File: config.mk
export PLATFORM = sky130hd
export DESIGN_NAME = multicycle_ctrl
export DESIGN_NICKNAME = d
export VERILOG_FILES = /design/src/rtl/multicycle_ctrl.sv
export SDC_FILE = /design/constraint.sdc
export NUM_CORES = 1
export LEC_CHECK = 0
export ABC_AREA = 1
export BUFFER_PORTS_ARGS = -buffer_cell sky130_fd_sc_hd__buf_2
export CAP_MARGIN = 10
export CORE_UTILIZATION = 40
export CTS_CLUSTER_DIAMETER = 40
export CTS_CLUSTER_SIZE = 40
export DETAILED_ROUTE_END_ITERATION = 16
export PLACE_DENSITY = 0.73
export REMOVE_ABC_BUFFERS = 1
export SKIP_CTS_REPAIR_TIMING = 1
export SYNTH_ARGS = -nofsm -noshare
export SYNTH_HDL_FRONTEND = slang
export SYNTH_SLANG_ARGS = --single-unit
File: constraint.sdc
create_clock -name clk -period 4.17 [get_ports clk]
set_clock_uncertainty 0.05 [all_clocks]
set_input_delay 0 -clock clk [delete_from_list [all_inputs] [get_ports clk]]
set_output_delay 0 -clock clk [all_outputs]
set_load 0.03 [all_outputs]
File: src/rtl/multicycle_ctrl.sv
// Multicycle RV32I control FSM: sequences fetch/decode/execute/memory/writeback over a
// shared memory port, counts retired instructions and halts on unsupported encodings.
module multicycle_ctrl #(
    parameter int unsigned INSTRET_W = 32
) (
    input  logic                 clk,
    input  logic                 rst_n,
    input  logic [6:0]           op,
    input  logic [2:0]           f3,
    input  logic                 f7,
    input  logic                 zero,
    input  logic                 memReady,
    output logic                 pcWrite,
    output logic                 adrSrc,
    output logic                 memWrite,
    output logic                 irWrite,
    output logic                 regWrite,
    output logic [1:0]           resSrc,
    output logic [1:0]           ALUSrcA,
    output logic [1:0]           ALUSrcB,
    output logic [1:0]           immSrc,
    output logic [2:0]           ALUControl,
    output logic                 illegal,
    output logic [INSTRET_W-1:0] instret
);

    localparam logic [6:0] OP_LW  = 7'b0000011;
    localparam logic [6:0] OP_SW  = 7'b0100011;
    localparam logic [6:0] OP_R   = 7'b0110011;
    localparam logic [6:0] OP_I   = 7'b0010011;
    localparam logic [6:0] OP_BEQ = 7'b1100011;
    localparam logic [6:0] OP_JAL = 7'b1101111;

    localparam logic [2:0] ALU_ADD = 3'b000;
    localparam logic [2:0] ALU_SUB = 3'b001;
    localparam logic [2:0] ALU_AND = 3'b010;
    localparam logic [2:0] ALU_OR  = 3'b011;
    localparam logic [2:0] ALU_SLT = 3'b101;

    typedef enum logic [3:0] {
        S_FETCH,
        S_DECODE,
        S_MEMADR,
        S_MEMREAD,
        S_MEMWB,
        S_MEMWRITE,
        S_EXECR,
        S_EXECI,
        S_ALUWB,
        S_BEQ,
        S_JAL,
        S_ERROR
    } state_e;

    state_e                 state_q, state_d;
    logic [INSTRET_W-1:0]   instret_q, instret_d;

    logic       f3_ok;
    logic [2:0] funct_alu;
    logic       retire;
    logic       pc_write_raw, mem_write_raw, ir_write_raw, reg_write_raw;

    // Immediate format depends only on the opcode.
    always_comb begin
        immSrc = 2'b00;
        case (op)
            OP_SW:   immSrc = 2'b01;
            OP_BEQ:  immSrc = 2'b10;
            OP_JAL:  immSrc = 2'b11;
            default: immSrc = 2'b00;
        endcase
    end

    // ALU operation for R/I arithmetic; f7 only selects sub for R-type.
    always_comb begin
        f3_ok     = 1'b1;
        funct_alu = ALU_ADD;
        case (f3)
            3'b000:  funct_alu = ((op == OP_R) && f7) ? ALU_SUB : ALU_ADD;
            3'b010:  funct_alu = ALU_SLT;
            3'b110:  funct_alu = ALU_OR;
            3'b111:  funct_alu = ALU_AND;
            default: f3_ok     = 1'b0;
        endcase
    end

    always_comb begin
        state_d       = state_q;
        pc_write_raw  = 1'b0;
        mem_write_raw = 1'b0;
        ir_write_raw  = 1'b0;
        reg_write_raw = 1'b0;
        adrSrc        = 1'b0;
        resSrc        = 2'b00;
        ALUSrcA       = 2'b00;
        ALUSrcB       = 2'b00;
        ALUControl    = ALU_ADD;
        illegal       = 1'b0;
        retire        = 1'b0;

        case (state_q)
            S_FETCH: begin
                ALUSrcB      = 2'b10;
                resSrc       = 2'b10;
                pc_write_raw = memReady;
                ir_write_raw = memReady;
                if (memReady) state_d = S_DECODE;
            end
            S_DECODE: begin
                ALUSrcA = 2'b01;
                ALUSrcB = 2'b01;
                case (op)
                    OP_LW, OP_SW: state_d = S_MEMADR;
                    OP_R:         state_d = f3_ok ? S_EXECR : S_ERROR;
                    OP_I:         state_d = f3_ok ? S_EXECI : S_ERROR;
                    OP_BEQ:       state_d = S_BEQ;
                    OP_JAL:       state_d = S_JAL;
                    default:      state_d = S_ERROR;
                endcase
            end
            S_MEMADR: begin
                ALUSrcA = 2'b10;
                ALUSrcB = 2'b01;
                state_d = (op == OP_SW) ? S_MEMWRITE : S_MEMREAD;
            end
            S_MEMREAD: begin
                adrSrc = 1'b1;
                if (memReady) state_d = S_MEMWB;
            end
            S_MEMWB: begin
                resSrc        = 2'b01;
                reg_write_raw = 1'b1;
                retire        = 1'b1;
                state_d       = S_FETCH;
            end
            S_MEMWRITE: begin
                adrSrc        = 1'b1;
                mem_write_raw = 1'b1;
                if (memReady) begin
                    retire  = 1'b1;
                    state_d = S_FETCH;
                end
            end
            S_EXECR: begin
                ALUSrcA    = 2'b10;
                ALUControl = funct_alu;
                state_d    = S_ALUWB;
            end
            S_EXECI: begin
                ALUSrcA    = 2'b10;
                ALUSrcB    = 2'b01;
                ALUControl = funct_alu;
                state_d    = S_ALUWB;
            end
            S_ALUWB: begin
                reg_write_raw = 1'b1;
                retire        = 1'b1;
                state_d       = S_FETCH;
            end
            S_BEQ: begin
                ALUSrcA      = 2'b10;
                ALUControl   = ALU_SUB;
                pc_write_raw = zero;
                retire       = 1'b1;
                state_d      = S_FETCH;
            end
            S_JAL: begin
                ALUSrcA      = 2'b01;
                ALUSrcB      = 2'b10;
                pc_write_raw = 1'b1;
                state_d      = S_ALUWB;
            end
            S_ERROR: begin
                illegal = 1'b1;
            end
            default: state_d = S_ERROR;
        endcase

        instret_d = retire ? instret_q + INSTRET_W'(1) : instret_q;
    end

    // Enables are gated by rst_n so nothing can write while reset is held.
    assign pcWrite  = pc_write_raw  & rst_n;
    assign memWrite = mem_write_raw & rst_n;
    assign irWrite  = ir_write_raw  & rst_n;
    assign regWrite = reg_write_raw & rst_n;
    assign instret  = instret_q;

    always_ff @(posedge clk or negedge rst_n) begin
        if (!rst_n) begin
            state_q   <= S_FETCH;
            instret_q <= '0;
        end else begin
            state_q   <= state_d;
            instret_q <= instret_d;
        end
    end

endmodule

==> results_dict.tcl <==
set metrics [dict create \
    ctsHtreeMaxLevel 2 \
    drt_iter0_drc 151 \
    crit_path_start "rst_n" \
    regToRegSetupSlack_ns 2.34 \
    maxCapViolCount 0 \
    die_w_um 81.6 \
    fp.coreArea_mm2 0.00603 \
    initial_utilization_pct 42.0 \
    grt_use_total_pct 20.6 \
    ir_drop_mv 0.139 \
    drtPass1Iterations 5 \
    critical_path.startpoint_type "primary input" \
    die_y_um 81.6 \
    drc 0 \
    syn-mean-instance-area_um2 6.35 \
    synth_compound_area_share_pct 4.20 \
    setup_viol 0 \
    finalSetupTns_ns 0 \
    layout_commonest_cell "nand2_1" \
    synthArstFlopShare_pct 100 \
    hold_viol 0 \
    cts_tree "yes" \
    p_leak_nw 1.62 \
    end_kind "output port" \
    cp_max_fo 37 \
    post_drt_wl_per_cell_um 11.7 \
    antenna_left 0 \
    clk_latency_ns 0.29 \
    synthFlopType "dfrtp_1" \
    powerDensity_mw_per_mm2 214 \
    globalplace.congestion 0.957 \
    clockBufferDepth 2 \
    worst_ep_arrival_time_ns 1.85 \
    final_cell_mix "166 x nand2_1, 63 x buf_2, 59 x nor2_1" \
    ios 64 \
    drive_gt1_share_pct 18.4 \
    ys_warn_count 0 \
    power_w 0.000648 \
    status "complete, no violations" \
    synth_edf_count 0 \
    grt_pass1_wl_um 10800 \
    muxShareOfSynthArea_pct 0 \
    antenna_cells 0 \
    p_comb_share_pct 3.9 \
    utilization_pct 50.4 \
    cts_inserted_buffers 5 \
    critical_path_class "in -> out" \
    dieArea_mm2 0.00665 \
    intPower_w 0.000505 \
    fin_area_mm2 0.00303 \
    synth_top_family_by_area "simple AND/OR/NAND/NOR gates" \
    switchingPower_w 0.000144 \
    drt_wl_total_um 6380 \
    area_growth_syn_to_layout_pct 19.8 \
    nets 484 \
    fillers 629 \
    cts-root-buf "clkbuf_8" \
    synth_cell_types 26 \
    postPlaceCellArea_mm2 0.00292 \
    r2r_start "state_q[1]$_DFFE_PN0P_" \
    synth-seq-area-share_pct 35.6 \
    synth_xor_area_share_pct 4.84 \
    rsz0062_at_grt "false" \
    dp_hpwl_um 4880 \
    finalCritPeriodShare_pct 45.6 \
    clkTransAtPathRegs_ns 0.07 \
    port-buffer-count 63 \
    min_period_ns 1.90 \
    ys_ff_latch 36 \
    synth_adder_area_share_pct 0.494 \
    clockPowerShare_pct 42.3 \
    worstPathRequired_ns 4.12 \
    grt_max_degree 38 \
    grt_pass1_vias 2528 \
    hold_class "in -> reg" \
    seqPwrFrac_pct 53.8 \
    antenna_found_initial 0 \
    drv_slew 0 \
    synth_cells 399 \
    via_per_inst 5.02 \
    slew_headroom_pct 45.8 \
    netlist_area_mm2 0.00253 \
    synthSimpleGateAreaFrac_pct 46.8 \
    clkSinkCount 36 \
    clock.fmax_mhz 525 \
    dr_total_vias 2728 \
    hold_start "op[4]" \
    gr-total-overflow 0 \
    row_count 28 \
    tightest_slew_ns 0.814 \
    power.share.switching_pct 22.2 \
]
==> cell type report <==
| class | count | area (µm²) | area share [%] |
|---|---|---|---|
| Clock buffer | 7 | 96.3 | 3.18 |
| Timing Repair Buffer | 65 | 335 | 11.1 |
| Tap cell | 75 | 93.8 | 3.09 |
| Inverter | 48 | 180 | 5.94 |
| Sequential cell | 36 | 901 | 29.7 |
| Multi-Input combinational cell | 312 | 1430 | 47.1 |
==> critical path, cell delays in order <==
cell           delay, ns
dlygate4sd3_1       0.52
buf_2               0.64
inv_1               0.23
nor3_1              0.23
buf_2               0.23
==> synth_stat cells, types with 5 or more instances <==
master	number	area (µm²)
nand2_1	166	623
xor2_1	10	87.6
nand3_1	15	75.1
dfrtp_1	36	901
o21ai_0	12	60.1
nand3b_1	14	105
nor2_2	7	43.8
nor3_1	6	30.0
nand4_1	6	37.5
inv_1	43	161
nor2_1	59	221
inv_2	5	18.8
==> routing by layer <==
metal	GRT usage, %	part of all wire, %	up-vias
li1	-	-	1381
met1	24.3	44	1228
met2	35.8	48	109
met3	4.78	6.7	10
met4	7.89	1.4	0
met5	0	0	-
==> flip-flops by register name, summed over array words and instances, names as in the netlist <==
register	flops
instret	32
state_q	4
==> power by group through the flow <==
| stage | clock (W) | combinational (W) | sequential, W |
|---|---|---|---|
| floorplan | 0 | 0.00000726 | 0.000356 |
| global placement | 0 | 0.0000231 | 0.000356 |
| detailed placement | 0 | 0.0000243 | 0.000356 |
| CTS | 0.000277 | 0.0000244 | 0.000349 |
| global route | 0.000295 | 0.0000293 | 0.000349 |
| finish | 0.000274 | 0.0000251 | 0.000349 |
==> path summary, 6_finish.rpt <==
kind                                            to  depth (start not counted)
setup / recovery                           irWrite                          5
hold / removal              state_q[3]$_DFFE_PN0P_                          5
min in group asynchronous   instret[3]$_DFFE_PN0P_                          2
hold reg to reg             instret[8]$_DFFE_PN0P_                          1
max in group asynchronous  instret[19]$_DFFE_PN0P_                          2
setup reg to reg            instret[3]$_DFFE_PN0P_                          6
==> logic make-up (layout without fill, tap and decap cells) <==
kind of cell,count (synthesis),in the layout
AND/OR/NAND/NOR,278,278
buffers and inverters,51,120
flip-flops,36,36
AO/OA/AOI/OAI,19,19
XOR/XNOR,14,14
adder cells (fa/ha/maj),1,1
==> metrics by stage <==
step / setup WS, ns / instances / hold slack (ns)
after floorplan: 2.38 / 396 / -0.346
after global placement: 2.47 / 534 / 0.0811
after detailed placement: 2.35 / 534 / 0.0943
after CTS: 2.33 / 541 / -0.216
after global routing: 1.98 / 543 / 0.140
final: 2.27 / 543 / 0.123
No activity file was read; power rests on OpenSTA's default activity.
